`config.mk`:
```
export PLATFORM = sky130hd
export DESIGN_NAME = onehot_scan_decoder
export DESIGN_NICKNAME = d
export VERILOG_FILES = /design/src/rtl/onehot_scan_decoder_pkg.sv /design/src/rtl/onehot_scan_decoder_dec.sv /design/src/rtl/onehot_scan_decoder.sv
export SDC_FILE = /design/constraint.sdc
export NUM_CORES = 1
export LEC_CHECK = 0
export ABC_CLOCK_PERIOD_IN_PS = 4960
export CAP_MARGIN = 15
export CORE_MARGIN = 3
export CORE_UTILIZATION = 55
export DETAILED_ROUTE_END_ITERATION = 16
export PLACE_DENSITY = 0.84
export RECOVER_POWER = 100
export SETUP_SLACK_MARGIN = 0.02
export SYNTH_ARGS = -nofsm -noshare
export SYNTH_HDL_FRONTEND = slang
export SYNTH_SLANG_ARGS = --single-unit
```
`constraint.sdc`:
```
create_clock -name clk1 -period 4.96 [get_ports clk1]
set_input_delay 0.992 -clock clk1 [delete_from_list [all_inputs] [get_ports clk1]]
set_output_delay 0.992 -clock clk1 [all_outputs]
set_load 0.01 [all_outputs]
```
`src/rtl/onehot_scan_decoder_pkg.sv`:
```
// onehot_scan_decoder_pkg: mode and FSM state encodings shared by the decoder files.
package onehot_scan_decoder_pkg;
    localparam logic [1:0] MODE_DIRECT = 2'b00;
    localparam logic [1:0] MODE_SCAN   = 2'b01;
    localparam logic [1:0] MODE_SWEEP  = 2'b10;
    localparam logic [1:0] MODE_BLANK  = 2'b11;
    typedef enum logic [2:0] {
        ST_IDLE   = 3'd0,
        ST_DIRECT = 3'd1,
        ST_SCAN   = 3'd2,
        ST_SWEEP  = 3'd3,
        ST_BLANK  = 3'd4
    } state_e;
endpackage

```
`src/rtl/onehot_scan_decoder_dec.sv`:
```
// onehot_dec: combinational SEL_W-to-2**SEL_W one-hot decoder.
module onehot_dec #(
    parameter int SEL_W = 4
) (
    input  logic [SEL_W-1:0]      sel_i,
    output logic [2**SEL_W-1:0]   dec_o
);
    for (genvar i = 0; i < 2**SEL_W; i++) begin : g_bit
        assign dec_o[i] = (sel_i == SEL_W'(i));
    end
endmodule

```
`src/rtl/onehot_scan_decoder.sv`:
```
// onehot_scan_decoder: registered one-hot selector with direct, scan, sweep and blank modes.
module onehot_scan_decoder
    import onehot_scan_decoder_pkg::*;
#(
    parameter int SEL_W   = 4,
    parameter int DWELL_W = 8
) (
    input  logic                  clk1,
    input  logic                  rst,
    input  logic                  en,
    input  logic [1:0]            mode,
    input  logic [SEL_W-1:0]      select,
    input  logic [DWELL_W-1:0]    dwell,
    input  logic                  start,
    output logic [2**SEL_W-1:0]   path,
    output logic [SEL_W-1:0]      index,
    output logic                  busy,
    output logic                  done,
    output logic                  wrap
);
    localparam int OUT_W = 2**SEL_W;

    state_e             state_q, state_d;
    logic [SEL_W-1:0]   idx_q, idx_d;
    logic [DWELL_W-1:0] cnt_q, cnt_d, dwl_q, dwl_d;
    logic [OUT_W-1:0]   path_q, path_d, dec_w;
    logic               busy_q, busy_d, done_q, done_d, wrap_q, wrap_d, on_d;
    logic               step, last;

    assign step = (cnt_q == dwl_q);
    assign last = step && (&idx_q);

    onehot_dec #(.SEL_W(SEL_W)) u_dec (.sel_i(idx_d), .dec_o(dec_w));

    // dwl_q latches dwell at each step boundary so mid-step changes wait for the next step
    always_comb begin
        state_d = state_q;
        idx_d   = idx_q;
        cnt_d   = cnt_q;
        dwl_d   = dwl_q;
        busy_d  = busy_q;
        on_d    = |path_q;
        done_d  = 1'b0;
        wrap_d  = 1'b0;
        if (en) begin
            busy_d = 1'b0;
            on_d   = 1'b1;
            cnt_d  = '0;
            case (mode)
                MODE_DIRECT: begin
                    state_d = ST_DIRECT;
                    idx_d   = select;
                end
                MODE_SCAN: begin
                    if (state_q != ST_SCAN) begin
                        state_d = ST_SCAN;
                        idx_d   = '0;
                        dwl_d   = dwell;
                    end else begin
                        cnt_d  = step ? '0 : cnt_q + 1'b1;
                        idx_d  = step ? idx_q + 1'b1 : idx_q;
                        dwl_d  = step ? dwell : dwl_q;
                        wrap_d = last;
                    end
                end
                MODE_SWEEP: begin
                    if (state_q == ST_SWEEP) begin
                        state_d = last ? ST_IDLE : ST_SWEEP;
                        busy_d  = !last;
                        done_d  = last;
                        on_d    = !last;
                        cnt_d   = step ? '0 : cnt_q + 1'b1;
                        idx_d   = step ? idx_q + 1'b1 : idx_q;
                        dwl_d   = step ? dwell : dwl_q;
                    end else begin
                        state_d = start ? ST_SWEEP : ST_IDLE;
                        busy_d  = start;
                        on_d    = start;
                        idx_d   = start ? '0 : idx_q;
                        dwl_d   = dwell;
                    end
                end
                default: begin
                    state_d = ST_BLANK;
                    on_d    = 1'b0;
                end
            endcase
        end
        path_d = on_d ? dec_w : '0;
    end

    always_ff @(posedge clk1) begin
        if (rst) begin
            state_q <= ST_IDLE;
            idx_q   <= '0;
            cnt_q   <= '0;
            dwl_q   <= '0;
            path_q  <= '0;
            busy_q  <= 1'b0;
            done_q  <= 1'b0;
            wrap_q  <= 1'b0;
        end else begin
            state_q <= state_d;
            idx_q   <= idx_d;
            cnt_q   <= cnt_d;
            dwl_q   <= dwl_d;
            path_q  <= path_d;
            busy_q  <= busy_d;
            done_q  <= done_d;
            wrap_q  <= wrap_d;
        end
    end

    assign path  = path_q;
    assign index = idx_q;
    assign busy  = busy_q;
    assign done  = done_q;
    assign wrap  = wrap_q;
endmodule

```
# Yosys cells after proc, flatten, opt, wreduce, memory -nomap -nowiden
# Index checks and enable logic that the tools add are counted.
# totals
ff_bits	42
latchBits	0
ramBits	0
mem_bits_ro	0
input_bits	18
output_inout_bits	23
elab_cells	72
n_memories	0
# classes
addsub	2
multipliers	0
n_div	0
n_lt_le_gt_ge	0
eq_ne	21
shift	0
muxes	23
n_bitwise	5
reduce_logical	13
# ops
cell	count
$mux W8	6
$eq A4 B4 Y1 const B	8
$pmux W8 S2	2
$mux W4	5
$eq A4 B3 Y1 const B	4
$reduce_or A16 Y1	1
$pmux W4 S3	1
$pmux W3 S3	1
$add A8 B1 Y8 const B	1
$eq A4 B2 Y1 const B	2
$eq A8 B8 Y1	1
$reduce_or A4 Y1	2
$mux W2	3
$not A1 Y1	5
$add A4 B1 Y4 const B	1
$eq A4 B1 Y1 const B	1
$logic_not A4 Y1	1
$reduce_and A2 Y1	2
$reduce_and A4 Y1	1
$reduce_or A2 Y1	2
$eq A3 B2 Y1 const B	1
$mux W1	3
$mux W3	1
$ne A3 B2 Y1 const B	1
8 further kinds	8

# Depth between registers and ports, before layout
# depth
depth_word	8
depth_mapped	9
ltp_nobuf	8

# Modules after synthesis
# A second synthesis with hierarchy kept.
# unflattened
cells_unflattened	238
area_unflattened_um2	2253.4
# by_module_without_submodules
mod	n_inst	cells_per_inst	area_each_um2	seq_area_each_um2
onehot_scan_decoder	1	218	2026.9	840.8
onehot_dec	1	20	226.5	0.0

# Worst setup path after synthesis
# OpenSTA, ideal clock, no wires.
# synth_path
path_type	input to register
from	in mode[0]
to	reg path_q[12] (netlist: path[12])
setup_ns	0.067
t_arrival_ns	2.716
required_ns	4.893
path_slack_ns	2.177
path_stages	7
n_path_buf	0
path_cell_list	ha_1 -> nand2b_1 -> nor4_1 -> or4b_1 -> o211ai_2 -> or3b_4 -> nor2_1
# synth_between
elab_chain_len	6
word_cells_on_any_way	11
classes_between	eq/ne: 3; mux: 4; bitwise: 1; reduce/logical: 3
# synth_rtl
item	line_no	text
from (decl)	onehot_scan_decoder.sv:11	input logic [1:0] mode,
$eq A2 B1 Y1 or $logic_not A2 Y1 (tied branches)	onehot_scan_decoder.sv:49	case (mode)
$reduce_or A2 Y1 (no line)	--	
$pmux W1 S2	onehot_scan_decoder.sv:49	
$mux W1	onehot_scan_decoder.sv:45	if (en) begin
$not A1 Y1 (no line)	--	
$reduce_or A2 Y1 (no line)	--	
to (signal assigned)	onehot_scan_decoder.sv:107	path_q <= path_d;
to (decl)	onehot_scan_decoder.sv:26	logic [OUT_W-1:0] path_q, path_d, dec_w;
# Parallel ways exist; a longest one is shown, timed or not.
# A chain may end at the register's enable or synchronous reset.

# Final worst setup path
# layout_path
from	in en
to	reg path_q[1] (netlist: path[1])
# layout_between
elab_chain_len	3
word_cells_on_any_way	5
classes_between	eq/ne: 1; mux: 2; bitwise: 1; reduce/logical: 1
# layout_rtl
item	line_no	text
from (decl)	onehot_scan_decoder.sv:10	input logic en,
parallel branches: the longest is 3 deep, another holds $mux W4	--	
# Parallel ways; which one is timed is not known.

==> metrics.md <==
| Metric | Value |
|---|---|
| Routed via count | 1,788 |
| Worst-Skew Late Latency | 290 ps |
| Area grow syn2layout | 23.2% |
| TritonRoute pass-1 iters | 4 |
| Floorplan row count | 21 |
| H-Tree Level Count | 2 |
| Final hold vios | 0 |
| Core ar. | 3470 um2 |
| Main combinational cell family by area after synthesis | simple AND/OR/NAND/NOR gates |
| Post-Syn Instances | 219 |
| P per Cell Area | 265 nW/um2 |
| Leak | 0.975 nW |
| Initial core utilization | 0.597 |
| Final #Nets | 283 |
| Initial antenna violation count | 0 |
| Post-CTS setup buffer count | 0 |
| Max Cap Viol | 0 |
| CP required | 5170 ps |
| Post_cts resized | 0 |
| Crit path cell chain | dlygate4sd3_1 -> nor2b_1 -> o31ai_1 -> a32o_1 -> a311o_1 -> or4b_1 -> nor3_1 |
| Global-route usage over all layers | 0.222 |
| Die Area | 4540 um2 |
| Mux contribution to synthesized area | 0.0538 |
| Clock transition at path regs | 80 ps |
| Compound-Gate Fraction of Synth Area | 0.130 |
| # setup viols final | 0 |
| HPWL Detailed | 3350 um |
| Fin. max-slew vios | 0 |
| Pin count of the biggest net entering global routing | 28 |
| I/O pins | 41 |
| Cell Area, Synth | 2070 um2 |
| Setup TNS | 0 ps |
| Vias/cell | 5.84 |
| CTS Buffer Depth | 2 |
| Slew at the pin with the worst max-slew slack | 1180 ps |
| Synth unique cells | 47 |
| TritonCTS Buffers | 5 |
| Routed WL | 4540 um |
| Mapped Nets | 243 |
| Total grt overflow | 0 |
| Worst-path fanout max | 18 |
| Initial drt markers | 196 |
| Layout cells sized above 1 | 0.0692 |
| Final period utilization | 0.733 |
| Routed Antenna Nets | 0 |
| First-pass GRT wire length | 7540 um |
| RSZ-0062 raised after global routing | false |
| DR DRC count | 0 |
| Final Power | 0.676 mW |
| Status | completed |
| Sequential area share after synthesis | 0.406 |
| Worst clock skew | 3.45 ps |
| Worst setup SP type | primary input |
| Vias in the first global route | 1,717 |
| Async SR Flop Fraction | 0 |
| Maximum vdd drop | 230 uV |
| Crit path time final | 3640 ps |
| Data arrival, critical path | 3850 ps |
| YS warnings | 0 |
| Number of fill cells | 288 |
| Simple-gate portion of the synthesized area | 0.282 |
| DIE WIDTH | 67.4 um |
| Buffers on Ports | 40 |
| # clock sinks | 42 |
| Routability cong. | 0.904 |
| HP Class | register to register |
| Critical path class | primary input to register |
| Avg WL per Cell | 14.8 um |
| Max_slew headroom | 0.210 |
| Synth Area in XOR/XNOR | 0.0671 |
| Main synth FF type | dfxtp_1 |
| CP max stage delay | 900 ps |
| ANT cells | 0 |
| Post-Synth Adder-Cell Area | 0.0363 |
| Hold-fix buffers, CTS | 0 |
| Syn_area_per_cell | 9.46 um2 |
| Yosys reg bits | 42 |
| CP max-delay cell | dlygate4sd3_1 |
| Die Y | 67.4 um |
| TritonCTS clock tree | built |
| Peak Freq | 275 MHz |
| Critical path endpoint category | register |
| Number of synthesized flops with an enable pin | 0 |
| CTS root buf | clkbuf_8 |
-- registers in the layout, indices dropped and copies added, names as in the netlist --
register  cells
state_q       3
index         4
done          1
cnt_q         8
dwl_q         8
wrap          1
path         16
busy          1
-- per-stage QoR --
step | cell area [um2] | hold slack (ps) | utilization | cells | setup WS, ps
after CTS | 2590 | 512 | 0.747 | 306 | 1530
after global placement | 2490 | 474 | 0.719 | 298 | 1320
final | 2550 | 511 | 0.736 | 306 | 1320
after floorplan | 2070 | 466 | - | 219 | 2180
after detailed placement | 2490 | 499 | 0.719 | 298 | 1220
after global routing | 2550 | 551 | 0.736 | 306 | 1180
-- worst paths after layout --
kind              startpoint          to  slack [ps]  depth (start not counted)
hold reg to reg   state_q[2]  state_q[2]         510                          2
setup reg to reg    cnt_q[4]    dwl_q[6]        2460                          6
hold / removal    state_q[2]  state_q[2]         510                          2
setup / recovery          en     path[1]        1320                          7
-- metal layers --
layer / part of all wire / routed length (um) / GRT usage
met4: 0.021 / 94 / 0.0937
met3: 0.076 / 343 / 0.0582
met5: 0 / 0 / 0
met1: 0.43 / 1950 / 0.270
met2: 0.47 / 2140 / 0.369
-- Yosys cell counts, drive strengths merged, types with 6 or more instances --
| library cell | number | share of area |
|---|---|---|
| nor4 | 7 | 0.021 |
| mux2i | 10 | 0.048 |
| ha | 6 | 0.036 |
| nor3 | 6 | 0.019 |
| a21oi | 11 | 0.028 |
| dfxtp | 42 | 0.41 |
| nor2 | 38 | 0.069 |
| o21ai | 11 | 0.027 |
| nand2 | 10 | 0.018 |
| and3 | 6 | 0.018 |
| nor3b | 6 | 0.022 |
| xnor2 | 9 | 0.067 |
-- power by group --
group	switching, mW	internal, mW	total, mW
sequential	0.00790	0.345	0.352
clock	0.113	0.115	0.228
combinational	0.0521	0.0431	0.0952
total	0.173	0.503	0.676
-- layout by cell type (no fill, tap or decap), types with 2 or more instances in the layout --
cell type	instances
dfxtp_1	42
nor2_1	38
dlygate4sd3_1	26
clkdlybuf4s50_1	14
a21oi_1	11
nand2_1	10
mux2i_1	10
o21ai_0	10
xnor2_2	8
nor4_1	7
and3_1	6
nor3b_1	6
nor3_1	6
ha_1	6
clkbuf_8	6
inv_1	5
nor2b_1	4
nand2b_1	4
a32o_1	3
nand3_1	3
o211ai_1	3
or4b_1	3
o31ai_1	2
nand4_4	2
or4_1	2
and4_1	2
a311oi_1	2
a211o_1	2
-- layout make-up --
cell class,count,area (um2),share of cell area
Multi-Input combinational cell,165,1140,0.446
Sequential cell,42,841,0.330
Timing Repair Buffer,40,400,0.157
Clock buffer,7,86.3,0.0338
Tap cell,46,57.6,0.0226
Inverter,5,18.8,0.00736
Clock inverter,1,8.76,0.00343
-- cells by family after synthesis --
family                   Yosys count
buffers and inverters             12
AO/OA/AOI/OAI                     39
AND/OR/NAND/NOR                  100
adder cells (fa/ha/maj)            6
flip-flops                        42
XOR/XNOR                           9
multiplexers                      11
-- worst max-delay path: cells and delay by family --
kind                   cells  cell delay (ps)
AND/OR/NAND/NOR            3             1170
buffers and inverters      1              900
AO/OA/AOI/OAI              3              770
Note: power is estimated with default switching activity, not from simulation.
